File: config.mk
export PLATFORM = sky130hd
export DESIGN_NAME = id_wb_arbiter
export DESIGN_NICKNAME = d
export VERILOG_FILES = /design/src/rtl/id_wb_arbiter_pkg.sv /design/src/rtl/id_wb_arbiter_fifo.sv /design/src/rtl/id_wb_arbiter.sv
export SDC_FILE = /design/constraint.sdc
export NUM_CORES = 1
export LEC_CHECK = 0
export BUFFER_PORTS_ARGS = -buffer_cell sky130_fd_sc_hd__buf_2
export CORE_MARGIN = 8
export CORE_UTILIZATION = 45
export CTS_CLUSTER_DIAMETER = 120
export DETAILED_ROUTE_END_ITERATION = 12
export GPL_TIMING_DRIVEN = 0
export PLACE_DENSITY = 0.85
export SLEW_MARGIN = 20
export SYNTH_ARGS = -nofsm -noshare
export SYNTH_HDL_FRONTEND = slang
export SYNTH_SLANG_ARGS = --single-unit
File: constraint.sdc
create_clock -name Clk -period 3.05 [get_ports Clk]
set_clock_uncertainty 0.1 [all_clocks]
set_input_delay 0 -clock Clk [delete_from_list [all_inputs] [get_ports Clk]]
set_output_delay 0 -clock Clk [all_outputs]
set_load 0.005 [all_outputs]
File: src/rtl/id_wb_arbiter_pkg.sv
// rtl/id_wb_arbiter_pkg.sv - shared writeback request types for the regfile write-port arbiter
package RV32I_definitions;

    localparam int REG_DATA_WIDTH     = 32;
    localparam int REGFILE_ADDR_WIDTH = 5;

    typedef struct packed {
        logic [REGFILE_ADDR_WIDTH-1:0] addr;
        logic [REG_DATA_WIDTH-1:0]     data;
    } wb_req_t;

    typedef enum logic [1:0] {
        GNT_NONE,
        GNT_A,
        GNT_B
    } wb_grant_e;

endpackage

File: src/rtl/id_wb_arbiter_fifo.sv
// rtl/id_wb_arbiter_fifo.sv - synchronous FIFO of writeback requests
// Exposes every slot plus a valid vector so the owner can decode which registers are pending.
module wb_fifo
    import RV32I_definitions::*;
#(
    parameter type req_t = wb_req_t,
    parameter int  DEPTH = 2
) (
    input  logic                 clk,
    input  logic                 reset,
    input  logic                 push,
    input  req_t                 push_data,
    input  logic                 pop,
    output logic                 full,
    output logic                 empty,
    output req_t                 head,
    output logic [DEPTH-1:0]     entry_valid,
    output req_t [DEPTH-1:0]     entries
);

    localparam int PW = $clog2(DEPTH);

    req_t [DEPTH-1:0] mem;
    logic [PW-1:0]    wr_ptr;
    logic [PW-1:0]    rd_ptr;
    logic [PW:0]      count;
    logic             do_push;
    logic             do_pop;

    assign full    = (count == (PW+1)'(DEPTH));
    assign empty   = (count == '0);
    assign do_push = push && !full;
    assign do_pop  = pop && !empty;
    assign head    = mem[rd_ptr];
    assign entries = mem;

    always_ff @(posedge clk) begin
        if (reset) begin
            wr_ptr <= '0;
            rd_ptr <= '0;
            count  <= '0;
        end else begin
            if (do_push) begin
                mem[wr_ptr] <= push_data;
                wr_ptr      <= wr_ptr + 1'b1;
            end
            if (do_pop) begin
                rd_ptr <= rd_ptr + 1'b1;
            end
            count <= count + {{PW{1'b0}}, do_push} - {{PW{1'b0}}, do_pop};
        end
    end

    // A slot is live when its distance from the read pointer is below the occupancy.
    always_comb begin
        logic [PW-1:0] offset;
        offset      = '0;
        entry_valid = '0;
        for (int i = 0; i < DEPTH; i++) begin
            offset         = PW'(i) - rd_ptr;
            entry_valid[i] = ({1'b0, offset} < count);
        end
    end

endmodule

File: src/rtl/id_wb_arbiter.sv
// rtl/id_wb_arbiter.sv - shares the regfile write port between pipeline writeback (A) and a
// buffered long-latency unit (B), with bounded starvation and a pending-register busy mask.
module id_wb_arbiter
    import RV32I_definitions::*;
#(
    parameter int REG_DATA_WIDTH     = 32,
    parameter int REGFILE_ADDR_WIDTH = 5,
    parameter int REGFILE_DEPTH      = 32,
    parameter int B_FIFO_DEPTH       = 2,
    parameter int MAX_DEFER          = 3
) (
    input  logic                          Clk,
    input  logic                          Reset,
    input  logic                          A_valid,
    output logic                          A_ready,
    input  logic [REGFILE_ADDR_WIDTH-1:0] A_rd_addr,
    input  logic [REG_DATA_WIDTH-1:0]     A_rd_data,
    input  logic                          B_valid,
    output logic                          B_ready,
    input  logic [REGFILE_ADDR_WIDTH-1:0] B_rd_addr,
    input  logic [REG_DATA_WIDTH-1:0]     B_rd_data,
    output logic                          Rd_wr_en,
    output logic [REGFILE_ADDR_WIDTH-1:0] Rd_addr,
    output logic [REG_DATA_WIDTH-1:0]     Rd_wr_data,
    output logic [REGFILE_DEPTH-1:0]      Busy_mask
);

    localparam int CW = $clog2(MAX_DEFER + 1);

    typedef struct packed {
        logic [REGFILE_ADDR_WIDTH-1:0] addr;
        logic [REG_DATA_WIDTH-1:0]     data;
    } req_t;

    req_t                    b_req;
    req_t                    head;
    req_t                    wr;
    req_t [B_FIFO_DEPTH-1:0] entries;
    logic [B_FIFO_DEPTH-1:0] entry_valid;
    logic                    full;
    logic                    empty;
    logic                    push;
    logic                    pop;
    logic                    force_b;
    logic [CW-1:0]           defer_cnt;
    wb_grant_e               grant;

    assign b_req.addr = B_rd_addr;
    assign b_req.data = B_rd_data;

    assign B_ready = !Reset && !full;
    assign push    = B_valid && B_ready;
    assign force_b = !empty && (defer_cnt == CW'(MAX_DEFER));
    assign A_ready = !Reset && !force_b;
    assign pop     = (grant == GNT_B);

    wb_fifo #(
        .req_t (req_t),
        .DEPTH (B_FIFO_DEPTH)
    ) u_fifo (
        .clk         (Clk),
        .reset       (Reset),
        .push        (push),
        .push_data   (b_req),
        .pop         (pop),
        .full        (full),
        .empty       (empty),
        .head        (head),
        .entry_valid (entry_valid),
        .entries     (entries)
    );

    always_comb begin
        grant = GNT_NONE;
        if (Reset) begin
            grant = GNT_NONE;
        end else if (force_b) begin
            grant = GNT_B;
        end else if (A_valid) begin
            grant = GNT_A;
        end else if (!empty) begin
            grant = GNT_B;
        end
    end

    // Writes to x0 are still consumed by the grant but never reach the regfile.
    always_comb begin
        wr = '0;
        if (grant == GNT_A) begin
            wr.addr = A_rd_addr;
            wr.data = A_rd_data;
        end else if (grant == GNT_B) begin
            wr = head;
        end
        Rd_wr_en   = (grant != GNT_NONE) && (wr.addr != '0);
        Rd_addr    = Rd_wr_en ? wr.addr : '0;
        Rd_wr_data = Rd_wr_en ? wr.data : '0;
    end

    always_ff @(posedge Clk) begin
        if (Reset) begin
            defer_cnt <= '0;
        end else if (empty || pop) begin
            defer_cnt <= '0;
        end else if (grant == GNT_A && defer_cnt != CW'(MAX_DEFER)) begin
            defer_cnt <= defer_cnt + 1'b1;
        end
    end

    always_comb begin
        Busy_mask = '0;
        if (!Reset) begin
            for (int i = 0; i < B_FIFO_DEPTH; i++) begin
                if (entry_valid[i] && entries[i].addr != '0) begin
                    Busy_mask[entries[i].addr] = 1'b1;
                end
            end
        end
    end

endmodule
* Word level (Yosys, flattened, before mapping)
Cells that the tools add are included.
** Storage, ports and cells
- Input bits :: 78
- Register bits after elaboration :: 80
- Word-level logic and storage cells :: 77
- Output and inout port bits :: 72
** Operators by class
- Equal/unequal tests :: 5
- $add $sub $neg :: 7
- Reduce and logical (&&, ||, !) cells :: 25
- Bitwise operators :: 2
- Magnitude comparators :: 9
- Multiplexer cells :: 21
** Operator list (number)
- 37-bit two-way mux :: 5
- 32-bit two-way mux :: 5
- 74-bit bitwise mux :: 1
- 37-bit demux with 1-bit select :: 1
- 32-bit OR :: 1
- 5-bit nonzero test :: 3
- 1-bit logical AND :: 13
- 5-bit by 6-bit less-than comparator with 1-bit output, second input constant :: 2
- 1-bit demux with 5-bit select :: 2
- 5-bit by 1-bit >= comparator with 1-bit output, second input constant :: 2
- 2-bit two-way mux :: 4
- 2-bit == test, second input constant :: 3
- 5-bit two-way mux :: 1
- 1-bit logical NOT :: 4
- 1-bit by 2-bit less-than comparator with 1-bit output :: 2
- 1-bit by 2-bit less-than comparator with 1-bit output, second input constant :: 2
- 1-bit adder, second input constant :: 2
- 2-bit by 1-bit adder with 2-bit output :: 1
- 2-bit by 1-bit adder with 2-bit output, second input constant :: 1
- 2-bit by 1-bit == test with 1-bit output, second input constant :: 1
- 2-bit logical NOT :: 1
- 1-bit two-way mux :: 2
- 2-bit inequality test, second input constant :: 1
- 2-bit AND reduction :: 1
- 7 further kinds :: 8

* Logic depth before layout (Yosys ltp)
- Depth in word-level cells :: 11
- Depth in mapped cells :: 10
- Mapped depth without buffers :: 9

* By module
Synthesis repeated with hierarchy kept, for this count alone.
** Second synthesis, totals
- Cells, all modules :: 364
- Area total of the unflattened synthesis :: 4324.1 um^2
** By module, submodules not included
- wb_fifo :: times used 1, cells an instance 141, area each 2909.0 um^2
- id_wb_arbiter :: times used 1, cells an instance 223, area each 1415.1 um^2

* Worst setup path before layout
Ideal clock, no wire load.
- Path kind :: reg-to-reg
- Start point :: register u_fifo.count[0]
- End point :: register u_fifo.mem (netlist bit u_fifo.entries[0]), enable pin
- Arrival :: 2.566 ns
- Setup time :: 0.436 ns
- Stages on the path, launching flop included :: 4
- Period minus slack after synthesis :: 3.102 ns
- Setup slack :: -0.052 ns
- Buffers on the path :: 0
- Required time :: 2.514 ns
- Path through :: dfxtp_1 > inv_1 > a211oi_2 > nor2b_1
** Between the ends
- Longest elaborated chain between the ends :: 6
** Ends and longest elaborated chain
- start, declared :: line id_wb_arbiter_fifo.sv:26 : logic [PW:0] count;
- start signal, assigned :: line id_wb_arbiter_fifo.sv:50 : count <= count + {{PW{1'b0}}, do_push} - {{PW{1'b0}}, do_pop};
- 2-bit == test * :: line id_wb_arbiter_fifo.sv:30 : assign full = (count == (PW+1)'(DEPTH));
- 1-bit logical NOT * :: line id_wb_arbiter_fifo.sv:32, id_wb_arbiter.sv:51
- 1-bit logical AND :: line id_wb_arbiter.sv:51 : assign B_ready = !Reset && !full;
- 1-bit logical AND :: line id_wb_arbiter.sv:52 : assign push = B_valid && B_ready;
- 1-bit logical AND * :: line id_wb_arbiter_fifo.sv:32 : assign do_push = push && !full;
- net u_fifo.do_push :: line id_wb_arbiter_fifo.sv:27 : logic do_push;
- 2-bit AND reduction (no line) *
- end signal, assigned by index :: line id_wb_arbiter_fifo.sv:44 : mem[wr_ptr] <= push_data;
- end, declared :: line id_wb_arbiter_fifo.sv:23 : req_t [DEPTH-1:0] mem;
Mark *: on every way through the listed nets, which the timed path passes. The rest lies on a longest branch.
A chain may end at the register's enable or synchronous reset.

* Worst setup path after layout
- Start point :: register u_fifo.count[0]
- End point :: register u_fifo.mem (netlist bit u_fifo.entries[16]), enable pin
The elaborated chain is that of the path after synthesis.

==> impl_metrics.json <==
{
  "fin_crit_sh_pct": 75.1,
  "synthTopCellsByArea": "edfxtp_1, a22oi_1, mux2_2",
  "worstMarginPinSlew_ns": 0.755,
  "start_util_pct": 46.2,
  "areaGrowthSynthToFinish_pct": 35.8,
  "wl_per_cell_microns": 17.7,
  "nFillCells": 701,
  "regArea_sq_um": 2340,
  "layout_common_cells": "buf_2, edfxtp_1, nor2_1, a22oi_1, dlygate4sd3_1",
  "netlist_area_sq_um": 4270,
  "layout_commonest_cell": "buf_2",
  "synth_area_leader_cell": "edfxtp_1",
  "synth_edf_count": 74,
  "antenna_cells": 0,
  "finalCriticalPeriod_ns": 2.29,
  "placed_cells": 628,
  "cts_made_buffers": 9,
  "antenna_found_initial": 0,
  "cellPowerDensity_nw_per_um2": 457,
  "crit_arrival_ns": 2.25,
  "io-pin-count": 150,
  "whs_ns": 0.208,
  "design_area_sq_um": 5800,
  "fp-row-count": 35,
  "synth_seq_cells": 80,
  "hpwl_microns": 8780,
  "ant_nets": 0,
  "post_cts_buffers": 0,
  "gr-total-overflow": 0,
  "insertion_delay_ns": 0.35,
  "multi_input_area_sq_um": 1700,
  "start_kind": "register",
  "htree_levels": 3,
  "rsz0062_at_grt": "false",
  "fp.dieArea_sq_um": 12900,
  "cts_root_buf": "clkbuf_8",
  "swShare_pct": 28.5,
  "clkPwrFrac_pct": 24.8,
  "syn_nets": 430,
  "yosysWarnings": 0,
  "wl_microns": 12100,
  "p_switching_uw": 756,
  "path_class": "register to register",
  "drc": 0,
  "placed_area_sq_um": 5240,
  "ys.flop_type": "edfxtp_1",
  "hold_class": "input pin to output port",
  "routed-via-count": 3677,
  "die_w_microns": 113,
  "finalHoldViolations": 0,
  "synthDistinctLibCells": 40,
  "worstSetupEndpointType": "register",
  "drive_above_1_share_pct": 42.0,
  "grt_pass1_wl_microns": 19300,
  "ir_drop_mv": 0.433,
  "track_usage_pct": 18.8,
  "combinationalPowerShare_pct": 25.9,
  "final_util_pct": 62.8,
  "via_per_inst": 5.38,
  "report.final.slew_viol_count": 0,
  "core_sq_um": 9240,
  "fmax_mhz": 436,
  "avgSynthCellArea_sq_um": 12.2,
  "drt_iter0_markers": 353,
  "clk_pin_slew_ns": 0.07,
  "setup-violations-final": 0,
  "status": "finished, final reports clean",
  "port_buffers": 148,
  "ys_seq_area_share_pct": 54.8,
  "place.gp.congestion": 0.850,
  "p_leak_uw": 0.00232,
  "max_cap_viol_count": 0,
  "internal_power_uw": 1900,
  "setup-tns-final_ns": 0,
  "syn-instance-count": 349,
  "grt_max_degree": 23,
  "synth_top_cell_area_share_pct": 52.0,
  "grt_pass1_vias": 3917,
  "cts.sinks": 80,
  "drt_pass1_iterations": 5,
  "cp_data_required_time_ns": 3.01,
  "slew_headroom_pct": 49.6,
  "seqPwrFrac_pct": 49.3,
  "cts_tree": "done",
  "die_height_microns": 113,
  "cp_max_fo": 22,
  "fin_cells": 684,
  "async_reset_ff_share_pct": 0,
  "cts_buffer_depth": 2,
  "fin_nets": 631
}
power groups by stage:
| stage | logic (uW) | registers [uW] | clock network (uW) |
|---|---|---|---|
| after floorplan | 432 | 1320 | 0 |
| after global placement | 609 | 1330 | 0 |
| after detailed placement | 641 | 1330 | 0 |
| after CTS | 684 | 1310 | 667 |
| after global routing | 747 | 1310 | 709 |
| final | 686 | 1310 | 658 |
layer usage:
layer | global-route usage, % | wire length (microns) | part of all wire, % | up-vias
li1 | - | - | - | 1728
met1 | 19.7 | 4610 | 38 | 1725
met2 | 34.0 | 6130 | 50 | 203
met3 | 6.18 | 1140 | 9.4 | 21
met4 | 7.55 | 260 | 2.1 | 0
met5 | 0 | 0 | 0 | -
Yosys cell counts (all sizes together) (4+ instances only):
cell type / n
a22o: 5
a21oi: 5
nor2: 70
a22oi: 64
nor3: 6
and3b: 4
mux2: 35
buf: 18
nand2: 6
a211oi: 5
nor3b: 9
edfxtp: 74
inv: 7
dfxtp: 6
clkbuf: 9
critical path, stage by stage, from the launching register on:
cell      delay [ns]
dfxtp_1         0.46
inv_1           0.12
a211oi_2        0.37
nor2b_4         0.72
buf_16          0.23
cell type report:
| cell class | instances | area share (%) |
|---|---|---|
| tap | 129 | 2.78 |
| clock inverter | 5 | 0.582 |
| buffer | 28 | 3.66 |
| sequential | 80 | 40.4 |
| timing repair buffer | 190 | 20.6 |
| clock buffer | 11 | 2.26 |
| inverter | 7 | 0.453 |
| multi-input combinational | 234 | 29.3 |
final timing paths:
path,to,cells past startpoint,startpoint,slack (ns)
worst max register to register,u_fifo.entries[16],4,u_fifo.count[0],0.76
worst min register to register,defer_cnt[0],1,defer_cnt[0],0.35
worst min-delay path,Rd_addr[4],3,A_rd_addr[4],0.21
worst max-delay path,u_fifo.entries[16],4,u_fifo.count[0],0.76
flip-flops by register name, summed over array words and instances (netlist names):
signal	cells
u_fifo.wr_ptr	1
defer_cnt	2
u_fifo.entries	74
u_fifo.rd_ptr	1
u_fifo.count	2
through the flow:
stage	power, uW	setup WS [ns]
floorplan	1760	0.637
global placement	1940	0.0274
detailed placement	1970	0.748
CTS	2660	0.728
global route	2770	0.599
finish	2650	0.759
kinds of logic after synthesis:
family | synth area share [%]
buffers and inverters | 5.59
multiplexers | 9.22
other | 0.0878
AND/OR/NAND/NOR | 12.9
adder cells (fa/ha/maj) | 0.879
AO/OA/AOI/OAI | 15.9
flip-flops | 54.8
XOR/XNOR | 0.615
what timing repair did:
| item | 4_1_cts | 5_1_grt |
|---|---|---|
| hold endpoints to repair | 80 | 0 |
| hold buffers | 40 | 0 |
| resized for setup | 0 | 0 |
Note: power is estimated with default switching activity, not from simulation.
